### src/rtl/z3_bus_arbiter.sv
// z3_bus_arbiter: Zorro III central bus arbiter. Decodes per-slot BR_n
// registration pulses and hands the bus CPU <-> slots round-robin.
//
// Ports:
//   clk          arbiter clock, all inputs synchronous to it
//   IORST_n      asynchronous active-low reset
//   BR_n         per-slot registration pulse (falling edge toggles slot)
//   FCS_n        full cycle strobe, active low
//   DTACK_n      data acknowledge, active low
//   BG_n         per-slot bus grant, active low, at most one low
//   CPU_BG_n     CPU grant, active low (low only while CPU owns the bus)
//   reg_mask     current registration bits
//   owner        granted slot index, valid while grant_active
//   grant_active high while a slot holds the grant
module z3_bus_arbiter #(
    parameter int NSLOTS  = 5,
    parameter int TIMEOUT = 64
) (
    input  logic              clk,
    input  logic              IORST_n,
    input  logic [NSLOTS-1:0] BR_n,
    input  logic              FCS_n,
    input  logic              DTACK_n,
    output logic [NSLOTS-1:0] BG_n,
    output logic              CPU_BG_n,
    output logic [NSLOTS-1:0] reg_mask,
    output logic [2:0]        owner,
    output logic              grant_active
);

    typedef enum logic [1:0] {
        S_CPU,
        S_GAP,
        S_GRANT
    } state_t;

    state_t            state;
    logic [NSLOTS-1:0] br_q;
    logic [2:0]        ptr;
    logic              cycle_seen;
    logic [7:0]        idle_cnt;

    logic              bus_idle;
    logic [7:0]        mask8;
    logic [3:0]        sum;
    logic [2:0]        idx;
    logic              found;
    logic [2:0]        next_slot;
    logic [2:0]        ptr_nxt;
    logic [NSLOTS-1:0] next_oh;
    logic [NSLOTS-1:0] own_oh;
    logic              others;
    logic              drop;

    assign bus_idle = FCS_n & DTACK_n;

    // Round-robin pick: first registered slot at or above ptr, wrapping.
    always_comb begin
        mask8     = 8'(reg_mask);
        next_slot = '0;
        found     = 1'b0;
        sum       = '0;
        idx       = '0;
        for (int i = 0; i < NSLOTS; i++) begin
            sum = {1'b0, ptr} + 4'(i);
            if (sum >= 4'(NSLOTS))
                idx = 3'(sum - 4'(NSLOTS));
            else
                idx = 3'(sum);
            if (!found && mask8[idx]) begin
                found     = 1'b1;
                next_slot = idx;
            end
        end
    end

    assign ptr_nxt = (next_slot == 3'(NSLOTS - 1)) ? 3'd0
                                                  : next_slot + 3'd1;
    assign next_oh = NSLOTS'(8'd1 << next_slot);
    assign own_oh  = NSLOTS'(8'd1 << owner);
    assign others  = |(reg_mask & ~own_oh);

    // Release reasons: owner unregistered, or it has had its turn
    // (a cycle ran or it sat idle too long) while someone else waits.
    assign drop = ~mask8[owner]
                | (cycle_seen & others)
                | ((idle_cnt == 8'(TIMEOUT)) & others);

    // A held-low BR_n only contributes on the clock it first goes low.
    always_ff @(posedge clk or negedge IORST_n) begin
        if (!IORST_n) begin
            br_q     <= '1;
            reg_mask <= '0;
        end else begin
            br_q     <= BR_n;
            reg_mask <= reg_mask ^ (br_q & ~BR_n);
        end
    end

    always_ff @(posedge clk or negedge IORST_n) begin
        if (!IORST_n) begin
            state        <= S_CPU;
            CPU_BG_n     <= 1'b0;
            BG_n         <= '1;
            ptr          <= '0;
            owner        <= '0;
            grant_active <= 1'b0;
            cycle_seen   <= 1'b0;
            idle_cnt     <= '0;
        end else begin
            unique case (state)
                S_CPU: begin
                    if ((|reg_mask) && bus_idle) begin
                        state    <= S_GAP;
                        CPU_BG_n <= 1'b1;
                    end
                end
                S_GAP: begin
                    if (bus_idle) begin
                        if (|reg_mask) begin
                            state        <= S_GRANT;
                            owner        <= next_slot;
                            ptr          <= ptr_nxt;
                            BG_n         <= ~next_oh;
                            grant_active <= 1'b1;
                            cycle_seen   <= 1'b0;
                            idle_cnt     <= '0;
                        end else begin
                            state    <= S_CPU;
                            CPU_BG_n <= 1'b0;
                        end
                    end
                end
                S_GRANT: begin
                    if (!FCS_n) begin
                        cycle_seen <= 1'b1;
                        idle_cnt   <= '0;
                    end else if (idle_cnt != 8'(TIMEOUT)) begin
                        idle_cnt <= idle_cnt + 8'd1;
                    end
                    if (bus_idle && drop) begin
                        state        <= S_GAP;
                        BG_n         <= '1;
                        grant_active <= 1'b0;
                    end
                end
                default: begin
                    state        <= S_CPU;
                    CPU_BG_n     <= 1'b0;
                    BG_n         <= '1;
                    grant_active <= 1'b0;
                end
            endcase
        end
    end

endmodule
### config.mk
export PLATFORM = sky130hd
export DESIGN_NAME = z3_bus_arbiter
export DESIGN_NICKNAME = d
export VERILOG_FILES = /design/src/rtl/z3_bus_arbiter.sv
export SDC_FILE = /design/constraint.sdc
export NUM_CORES = 1
export LEC_CHECK = 0
export BUFFER_PORTS_ARGS = -buffer_cell sky130_fd_sc_hd__buf_2
export CAP_MARGIN = 20
export CORE_ASPECT_RATIO = 0.7
export CORE_UTILIZATION = 56
export CTS_BUF_LIST = sky130_fd_sc_hd__clkbuf_2
export DETAILED_ROUTE_END_ITERATION = 8
export GPL_TIMING_DRIVEN = 0
export PLACE_DENSITY = 0.79
export SLEW_MARGIN = 10
export SYNTH_ARGS = -nofsm -noshare
export SYNTH_HDL_FRONTEND = slang
export SYNTH_SLANG_ARGS = --single-unit
### constraint.sdc
create_clock -name clk -period 3.7 [get_ports clk]
set_input_delay 0.185 -clock clk [delete_from_list [all_inputs] [get_ports clk]]
set_output_delay 0.185 -clock clk [all_outputs]
set_load 0.1 [all_outputs]
==> summary.txt, run 1 <==
Fin cells -> 438
Clk pin slew, worst setup/hold paths -> 180 ps
Syn Inst Count -> 311
Initial core utilization -> 60.6%
N_diodes -> 0
Final WS setup -> -129 ps
Synth cell types -> 74
IO Count -> 24
Max_slew headroom -> 51.1%
Die height -> 60.6 microns
Total wire length -> 8.58 mm
Root buf cell -> clkbuf_2
Final period util -> 103%
Crit path max fanout -> 5
Max Cap Viol -> 0
Sequential area share after synthesis -> 31.4%
Multi-input gate area -> 1960 sq um
Slew Limit Fails -> 0
Vias/cell -> 6.48
Hold Fails Final Rpt -> 0
Worst path cell trace -> inv_4 -> ha_4 -> inv_2 -> fa_2 -> a21oi_4 -> mux2_4 -> o211ai_1 -> buf_4 -> o21ai_4 -> or4_4 -> nor3_4 -> a211oi_2 -> buf_4 -> ha_4 -> o31ai_4 -> a21oi_4 -> o31ai_2
# fillers -> 306
Worst hold path type -> input pin to register
Outcome -> complete, but fails checks
Syn nets -> 335
DRT antenna net count -> 0
Unrepaired setup endpoints after global routing -> yes
Post-DP Area -> 2950 sq um
Worst hold slack -> 139 ps
Hpwl dp -> 5.16 mm
Share of layout cells above drive strength 1 -> 36.0%
Post-synth top cells -> nor2_1 (29), nand2_1 (26), dfrtp_1 (24)
Max Root-Sink Buffers -> 2
Buf+Inv Stages, Crit Path -> 4
Skew final -> 15.5 ps
FF+latch count, synth -> 34
Initial DRC count -> 546
PortBufs -> 23
Yosys warns -> 0
FP Rows -> 20
Pre-Repair DR Iteration Count -> 6
WL/cell -> 19.6 microns
Ys async rst share -> 100%
Largest net degree at the start of global routing -> 35
Top Family by Delay on Critical Path -> compound AO/OA/AOI/OAI gates
Residual DRC -> 0
Fmax -> 261 MHz
Slowest CP cell -> dfrtp_2
Cell area after synthesis -> 2750 sq um
Worst min-delay path startpoint -> FCS_n
Number of CTS-inserted buffers -> 5
GR Overflow Total -> 0
Vias -> 2839
Most frequent cell after synthesis -> nor2_1
CTS Sinks -> 34
Crit-path max cell delay -> 510 ps
Worst reg-to-reg path cell count -> 17
CP Launch Type -> register
Vias in the first global route -> 2450
Failing checks -> negative setup slack
Synth top area cells -> dfrtp_1 (22%), dfstp_2 (9.6%), ha_1 (6.4%)
Worst path required time -> 3970 ps
Sequential Area -> 867 sq um
NumNets Final -> 395
Data arrival time of the worst path -> 4100 ps
Design area -> 3490 sq um
Setup CP Type -> register to register
CP Capture Type -> register
DP Cell Count -> 400
Post-synth EDFFs -> 0
Worst reg-to-reg setup slack -> -130 ps
First-pass GRT wire length -> 12.1 mm
Post-synth top area cell -> dfrtp_1
Final GP Congestion -> 1.02
Setup violators final -> 4
Min Tclk post-route -> 3830 ps
Slew @ Worst Pin -> 734 ps
Mean Syn Cell Area -> 8.83 sq um
Ys flop type -> dfrtp_1
Reg2Reg Launch Point -> ptr[0]
Worst Hold End -> idle_cnt[1]
Worst skew pair latency -> 360 ps
Gr usage total -> 31.0%
Synth-to-Final Area Change -> 27.0%
Initial antenna violation count -> 0
CTS tree -> built
Die width -> 85.7 microns
Full die area -> 5190 sq um
Worst hold stages -> 3
H-tree depth -> 2
Yosys top cell area share -> 21.9%
Worst flop-to-flop path endpoint -> ptr[2]
Core ar. -> 4530 sq um
-- cell type report --
type	count	share of cell area, %
sequential	34	24.9
inverter	19	2.19
buffer	14	3.09
tap	66	2.37
timing repair buffer	52	10.1
multi-input combinational	245	56.3
clock inverter	2	0.251
clock buffer	6	0.861
-- repair_timing --
action | 4_1_cts | 5_1_grt
cloned | 1 | 0
resized for setup | 19 | 35
hold buffers | 6 | 0
endpoints found under the setup margin | 8 | 5
hold endpoints to repair | 29 | 0
pin swaps | 7 | 9
buffers inserted | 13 | 10
-- metal layers --
metal  vias up  wire [microns]  GRT usage [%]
li1       1252               -              -
met1      1338            3710           45.5
met2       190            3510           46.3
met3        59             955           8.16
met4         0             403           7.14
met5         -               0              0
-- cell usage in the layout (no fill, tap or decap), types with 10 or more instances in the layout --
cell / n
a21oi_1: 16
buf_2: 25
buf_4: 23
dfrtp_1: 21
dfstp_2: 10
inv_1: 15
nand2_1: 26
nor2_1: 29
o21ai_0: 17
-- through the flow --
stage	util (%)	TNS, ps	worst slack, ps
after floorplan	-	0	25.9
after CTS	71.2	0	3.70
after global placement	65.1	-2320	-469
after global routing	77.0	-625	-196
after detailed placement	65.1	-2520	-502
final	77.0	-353	-129
-- flip-flops by register name, indices dropped and copies added (netlist names) --
name and flops:
idle_cnt 8, BG_n 5, br_q 5, reg_mask 5, owner 3, ptr 3, state 2, CPU_BG_n 1
cycle_seen 1, grant_active 1
-- worst max-delay path by stage --
stage / from / to / cells past startpoint
CTS: ptr[1] / ptr[2] / 16
global route: ptr[1] / ptr[2] / 16
finish: ptr[0] / ptr[2] / 17
detailed placement: ptr[0] / ptr[2] / 15
floorplan: ptr[0] / ptr[2] / 14
global placement: ptr[1] / ptr[2] / 15
-- kinds of logic after synthesis --
family | after synthesis | share of synthesized area [%]
XOR/XNOR | 12 | 3.83
buffers and inverters | 33 | 6.47
adder cells (fa/ha/maj) | 15 | 7.11
flip-flops | 34 | 31.4
AO/OA/AOI/OAI | 86 | 22.2
multiplexers | 10 | 4.15
AND/OR/NAND/NOR | 121 | 24.8
-- worst register-to-register path, cell delays in order (launching register included) --
cell and delay, ps:
dfrtp_2 510, inv_4 110, ha_4 140, inv_2 30, fa_2 370, a21oi_4 270, mux2_4 350, o211ai_1 220
buf_4 180, o21ai_4 80, or4_4 460, nor3_4 210, a211oi_2 80, buf_4 180, ha_4 170, o31ai_4 60
a21oi_4 80, o31ai_2 250
Power of run 1 is not shown: default switching activity piles up to over one toggle a cycle in this logic, so the estimate is an artifact.
==> run 2: changes to the inputs <==
Settings changed: REMOVE_ABC_BUFFERS set to 1.
==> run 2 against run 1 <==
  * The flow still finishes with violations (negative setup slack)
  * Die area unchanged
  * Wire length shrank 6.8%
  * Setup slack got worse by 96 ps
  * Clock skew decreased by 1.1 ps
  * First-iteration DRC count down 17%
  * Clock-buffer cell count unchanged
==> summary.txt, run 2 (synthesis results as in run 1) <==
Outcome -> complete, but fails checks (unchanged)
Failing checks -> negative setup slack (unchanged)
Core ar. -> 4530 sq um (unchanged)
Max Root-Sink Buffers -> 2 (unchanged)
Initial core utilization -> 60.6% (unchanged)
H-tree depth -> 2 (unchanged)
Vias in the first global route -> 2277 (was 2450)
Final period util -> 106% (was 103%)
DRT antenna net count -> 0 (unchanged)
Crit-path max cell delay -> 580 ps (was 510 ps)
Worst reg-to-reg path cell count -> 17 (unchanged)
FP Rows -> 20 (unchanged)
Final WS setup -> -225 ps (was -129 ps)
IO Count -> 24 (unchanged)
Data arrival time of the worst path -> 4220 ps (was 4100 ps)
CP Launch Type -> register (unchanged)
Final GP Congestion -> 0.960 (was 1.02)
Reg2Reg Launch Point -> ptr[0] (unchanged)
Die height -> 60.6 microns (unchanged)
Gr usage total -> 29.6% (was 31.0%)
Skew final -> 14.5 ps (was 15.5 ps)
Full die area -> 5190 sq um (unchanged)
Crit path max fanout -> 5 (unchanged)
Max Cap Viol -> 0 (unchanged)
Initial DRC count -> 454 (was 546)
CTS tree -> built (unchanged)
Largest register FFs -> 8 (unchanged)
GR Overflow Total -> 0 (unchanged)
First-pass GRT wire length -> 11.5 mm (was 12.1 mm)
Hold Fails Final Rpt -> 0 (unchanged)
Residual DRC -> 0 (unchanged)
Worst hold slack -> 117 ps (was 139 ps)
Post-Place Setup Slack -> -1230 ps (was -502 ps)
CP Capture Type -> register (unchanged)
Worst hold path type -> input pin to register (unchanged)
Slew Limit Fails -> 0 (unchanged)
CTS Sinks -> 34 (unchanged)
Biggest register -> idle_cnt (unchanged)
Vias -> 2698 (was 2839)
Slew @ Worst Pin -> 761 ps (was 734 ps)
Routed wl met2 -> 3.62 mm (was 3.51 mm)
WL/cell -> 18.8 microns (was 19.6 microns)
Initial antenna violation count -> 0 (unchanged)
Worst skew pair latency -> 380 ps (was 360 ps)
Fmax -> 255 MHz (was 261 MHz)
Most frequent cells in the layout -> nor2_1 (29), nand2_1 (26), buf_2 (23), buf_4 (23), dfrtp_1 (21) (was nor2_1 (29), nand2_1 (26), buf_2 (25))
Share of layout cells above drive strength 1 -> 34.0% (was 36.0%)
Commonest non-fill, non-tap cell in the layout -> nor2_1 (unchanged)
Hpwl dp -> 4.68 mm (was 5.16 mm)
# fillers -> 309 (was 306)
NumNets Final -> 382 (was 395)
Worst flop-to-flop path endpoint -> ptr[0] (was ptr[2])
Worst reg-to-reg setup slack -> -220 ps (was -130 ps)
Clk pin slew, worst setup/hold paths -> 180 ps (about the same)
N_diodes -> 0 (unchanged)
Setup CP Type -> register to register (unchanged)
Crit path to -> ptr[0] (was ptr[2])
Total wire length -> 8.00 mm (was 8.58 mm)
Worst path cell trace -> clkinvlp_4 -> ha_4 -> inv_2 -> fa_2 -> a21oi_4 -> mux2_4 -> o211ai_1 -> buf_4 -> o21ai_4 -> or4_4 -> a211oi_2 -> or3_4 -> inv_4 -> ha_4 -> o31ai_4 -> a21oi_4 -> o31ai_2 (was inv_4 -> ha_4 -> inv_2 -> fa_2 -> a21oi_4 -> mux2_4 -> o211ai_1 -> buf_4 -> o21ai_4 -> or4_4 -> nor3_4 -> a211oi_2 -> buf_4 -> ha_4 -> o31ai_4 -> a21oi_4 -> o31ai_2)
Unrepaired setup endpoints after global routing -> yes (unchanged)
Pre-Repair DR Iteration Count -> 5 (was 6)
Crit path from -> ptr[0] (unchanged)
Multi-input gate area -> 1960 sq um (about the same)
Met3 WL -> 760 microns (was 955 microns)
Vias/cell -> 6.35 (was 6.48)
Root buf cell -> clkbuf_2 (unchanged)
Met1 wire length -> 3.37 mm (was 3.71 mm)
Max_slew headroom -> 49.3% (was 51.1%)
Number of CTS-inserted buffers -> 5 (unchanged)
Highest metal used -> met4 (unchanged)
Largest net degree at the start of global routing -> 35 (unchanged)
Slowest CP cell -> or4_4 (was dfrtp_2)
Die width -> 85.7 microns (unchanged)
Setup violators final -> 6 (was 4)
PortBufs -> 23 (unchanged)
Synth-to-Final Area Change -> 23.7% (was 27.0%)
Worst path required time -> 4000 ps (was 3970 ps)
Sequential Area -> 872 sq um (was 867 sq um)
Min Tclk post-route -> 3920 ps (was 3830 ps)
## run 2: timing repair
| action | in CTS | in global routing |
|---|---|---|
| pin swaps | 6 | 17 |
| hold endpoints to repair | 29 | 0 |
| buffers inserted | 16 | 9 |
| setup endpoints to repair | 11 | 7 |
| hold buffers | 6 | 0 |
| gates resized for setup | 19 | 36 |
## run 2: how the worst min path moves through the flow
stage | start | to | slack [ps] | depth (start not counted)
after global placement | IORST_n | ptr[2] | 280 | 1
after CTS | FCS_n | idle_cnt[0] | 100 | 3
after global routing | FCS_n | idle_cnt[0] | 100 | 3
final | FCS_n | idle_cnt[0] | 120 | 3
after floorplan | IORST_n | CPU_BG_n | -110 | 0
after detailed placement | IORST_n | owner[0] | 290 | 1
## run 2: worst max-delay path, delay by kind of cell (launching register included)
kind                       cells  cell delay, ps
AOI/OAI and AO/OA              7            1110
and+or+nand+nor                2             760
adders and majority gates      3             700
DFF                            1             550
buffers and inverters          4             370
muxes                          1             340
## run 2: cell type report
class,count,share of cell area (%)
clock buffer,6,0.884
sequential,34,25.7
clock inverter,2,0.258
tap,66,2.43
inverter,19,2.28
multi-input combinational,244,57.6
timing repair buffer,54,10.9
## run 2: metal layers
layer / track usage [%] / up-vias
met5: 0 / -
met4: 8.10 / 0
met3: 6.94 / 36
met2: 45.5 / 161
met1: 42.4 / 1280
li1: - / 1221
## run 2: per-stage QoR
| step | setup TNS (ps) | utilization [%] | instance area [sq um] | instances |
|---|---|---|---|---|
| 6_report | -986 | 75.0 | 3400 | 425 |
| 5_1_grt | -1580 | 75.0 | 3400 | 425 |
| 4_1_cts | -52.2 | 69.4 | 3140 | 416 |
| 3_5_place_dp | -9470 | 62.6 | 2840 | 386 |
| 3_3_place_gp | -8310 | 62.6 | 2840 | 386 |
| 2_1_floorplan | -1010 | - | 2640 | 297 |
Power of run 2 is left out for the same reason.
==> run 3: changes to the inputs <==
Settings changed: ABC_AREA set to 1.
==> run 3 against run 2 <==
  * The flow now finishes without violations
  * Sequential cell count is the same
  * Via count shrank 8.4%
  * Maximum frequency grew 17%
  * Non-clock buffer count shrank 22
  * Worst hold slack lost 84 ps
  * Synthesized cell count grew 17%
  * First-iteration DRC count shrank 64%
  * Critical path type unchanged
  * Critical endpoint is now ptr[2]
==> summary.txt, run 3 <==
Cell area after synthesis -> 2600 sq um (was 2750 sq um)
Max Root-Sink Buffers -> 2 (unchanged)
Post-synth top cells -> nand2_1 (96), inv_1 (56), nand3_1 (31) (was nor2_1 (29), nand2_1 (26), dfrtp_1 (24))
Commonest non-fill, non-tap cell in the layout -> nand2_1 (was nor2_1)
Setup CP Type -> register to register (unchanged)
Number of CTS-inserted buffers -> 5 (unchanged)
Slew Limit Fails -> 0 (unchanged)
Largest net degree at the start of global routing -> 35 (unchanged)
Skew final -> 26.3 ps (was 14.5 ps)
Crit path from -> ptr[0] (unchanged)
Reg2Reg Launch Point -> ptr[0] (unchanged)
Worst hold path type -> input pin to register (unchanged)
Core ar. -> 4400 sq um (was 4530 sq um)
CP Launch Type -> register (unchanged)
DRT antenna net count -> 0 (unchanged)
Vias -> 2471 (was 2698)
Area fraction in compound gates after synthesis -> 12.2% (was 22.2%)
Initial DRC count -> 164 (was 454)
Largest register FFs -> 8 (unchanged)
Final GP Congestion -> 0.900 (was 0.960)
FP Rows -> 20 (unchanged)
Die height -> 59.1 microns (was 60.6 microns)
Full die area -> 4930 sq um (was 5190 sq um)
Most frequent cell after synthesis -> nand2_1 (was nor2_1)
Yosys warns -> 0 (unchanged)
Clk pin slew, worst setup/hold paths -> 190 ps (was 180 ps)
Mean Syn Cell Area -> 7.15 sq um (was 8.83 sq um)
Root buf cell -> clkbuf_2 (unchanged)
Min Tclk post-route -> 3360 ps (was 3920 ps)
Ys flop type -> dfrtp_1 (unchanged)
Data arrival time of the worst path -> 3650 ps (was 4220 ps)
Residual DRC -> 0 (unchanged)
Worst skew pair latency -> 370 ps (was 380 ps)
Gr usage total -> 25.9% (was 29.6%)
Initial core utilization -> 59.1% (was 60.6%)
GR Overflow Total -> 0 (unchanged)
Ys async rst share -> 100% (unchanged)
PortBufs -> 23 (unchanged)
Synth-to-Final Area Change -> 11.2% (was 23.7%)
CTS Sinks -> 34 (unchanged)
CP Capture Type -> register (unchanged)
Fmax -> 297 MHz (was 255 MHz)
Synth Area in XOR/XNOR -> 2.93% (was 3.83%)
Synth top area cells -> dfrtp_1 (23%), nand2_1 (14%), dfstp_2 (10%) (was dfrtp_1 (22%), dfstp_2 (9.6%), ha_1 (6.4%))
Slew @ Worst Pin -> 743 ps (was 761 ps)
Post-synth top area cell -> dfrtp_1 (unchanged)
Pre-Repair DR Iteration Count -> 4 (was 5)
Share of layout cells above drive strength 1 -> 18.7% (was 34.0%)
Mux contribution to synthesized area -> 0% (was 4.15%)
Setup violators final -> 0 (was 6)
Worst path required time -> 3990 ps (was 4000 ps)
H-tree depth -> 2 (unchanged)
Synth cell types -> 39 (was 74)
Unrepaired setup endpoints after global routing -> no (was yes)
Max_slew headroom -> 50.5% (was 49.3%)
# fillers -> 388 (was 309)
Total wire length -> 6.02 mm (was 8.00 mm)
Crit path max fanout -> 8 (was 5)
Max Cap Viol -> 0 (unchanged)
Final period util -> 90.9% (was 106%)
NumNets Final -> 424 (was 382)
Biggest register -> idle_cnt (unchanged)
Post-synth EDFFs -> 0 (unchanged)
Hpwl dp -> 4.48 mm (was 4.68 mm)
CTS tree -> built (unchanged)
FF+latch count, synth -> 34 (unchanged)
Yosys top cell area share -> 23.1% (was 21.9%)
N_diodes -> 0 (unchanged)
Vias/cell -> 5.42 (was 6.35)
Worst min-delay path startpoint -> FCS_n (unchanged)
Die width -> 83.5 microns (was 85.7 microns)
Worst hold slack -> 32.9 ps (was 117 ps)
Multi-input gate area -> 1490 sq um (was 1960 sq um)
Final WS setup -> 338 ps (was -225 ps)
Most frequent cells in the layout -> nand2_1 (96), inv_1 (56), nand3_1 (31) (was nor2_1 (29), nand2_1 (26), buf_2 (23), buf_4 (23), dfrtp_1 (21))
Sequential area share after synthesis -> 33.2% (was 31.4%)
Largest family of logic cells by synthesized area -> simple AND/OR/NAND/NOR gates (unchanged)
Initial antenna violation count -> 0 (unchanged)
Syn Inst Count -> 364 (was 311)
Vias in the first global route -> 2261 (was 2277)
Adder-cell share of the synthesized area -> 7.50% (was 7.11%)
Hold Fails Final Rpt -> 0 (unchanged)
Sequential Area -> 867 sq um (was 872 sq um)
First-pass GRT wire length -> 10.2 mm (was 11.5 mm)
WL/cell -> 13.2 microns (was 18.8 microns)
Simple-gate portion of the synthesized area -> 34.6% (was 24.8%)
Post-Place Setup Slack -> 163 ps (was -1230 ps)
IO Count -> 24 (unchanged)
Fin Setup TNS -> 0 ps (was -986 ps)
Outcome -> completed (was complete, but fails checks)
run 3: cell count changes in the layout (fill, tap and decap cells not counted), sizes merged, moves of 8 or more:
cell,previous run,this run
nor2,29,20
mux2i,8,0
nand3,4,38
nand2,26,109
nand4,7,15
buf,48,26
inv,18,60
nand2b,11,0
run 3: logic make-up (layout without fill, tap and decap cells):
logic type,count (synthesis),after routing
and+or+nand+nor,188,188
buffers and inverters,64,101
AOI/OAI and AO/OA,56,56
DFF,34,34
adders and majority gates,15,15
xor gates and xnor gates,7,7
run 3: area by class of cell:
| class | instances | share of cell area [%] |
|---|---|---|
| well taps | 55 | 2.38 |
| clock inverters | 2 | 0.302 |
| multi-input cells | 266 | 51.5 |
| clock buffers | 6 | 1.04 |
| inverters | 61 | 7.99 |
| repair buffers | 32 | 6.83 |
| flip-flops and latches | 34 | 29.9 |
run 3: per-stage QoR:
stage,std cells,cell area [sq um],utilization (%)
after floorplan,361,2580,-
after global placement,439,2770,62.8
after detailed placement,439,2770,62.8
after CTS,453,2870,65.1
after global routing,456,2900,65.8
final,456,2900,65.8
run 3: layer usage:
metal	GRT usage [%]	vias up	wire length, microns
li1	-	1269	-
met1	37.0	1116	3000
met2	40.9	82	2570
met3	5.99	4	420
met4	5.81	0	36
met5	0	-	0
run 3: timing repair:
action                                  CTS  global route
endpoints found under the setup margin    0             8
hold buffers                              6             0
hold endpoints to repair                 29             0
resized for setup                         0             3
setup buffers                             0             3
run 3: worst max-delay path, cell delays in order (launching register included):
cell and delay (ps):
dfrtp_4 550, inv_4 120, ha_1 150, inv_1 50, fa_1 420, inv_1 70
nand2_1 90, nand2_1 60, o21ai_0 120, inv_1 160, nand3_1 110, nand3_1 100
nand2_1 100, nand3_1 120, nor2_1 50, nor2_1 120, nand3_1 170, ha_1 250
ha_1 280, nor2_1 100, nand2_1 60, o21ai_1 60
run 3: path summary, 6_finish.rpt:
| check | end | slack (ps) | cells past startpoint |
|---|---|---|---|
| hold / removal | cycle_seen | 30 | 2 |
| min in group asynchronous | cycle_seen | 390 | 2 |
| hold reg to reg | grant_active | 490 | 2 |
| setup reg to reg | ptr[2] | 340 | 21 |
| max in group asynchronous | ptr[0] | 2750 | 2 |
| setup / recovery | ptr[2] | 340 | 21 |
Power of run 3 is left out for the same reason.
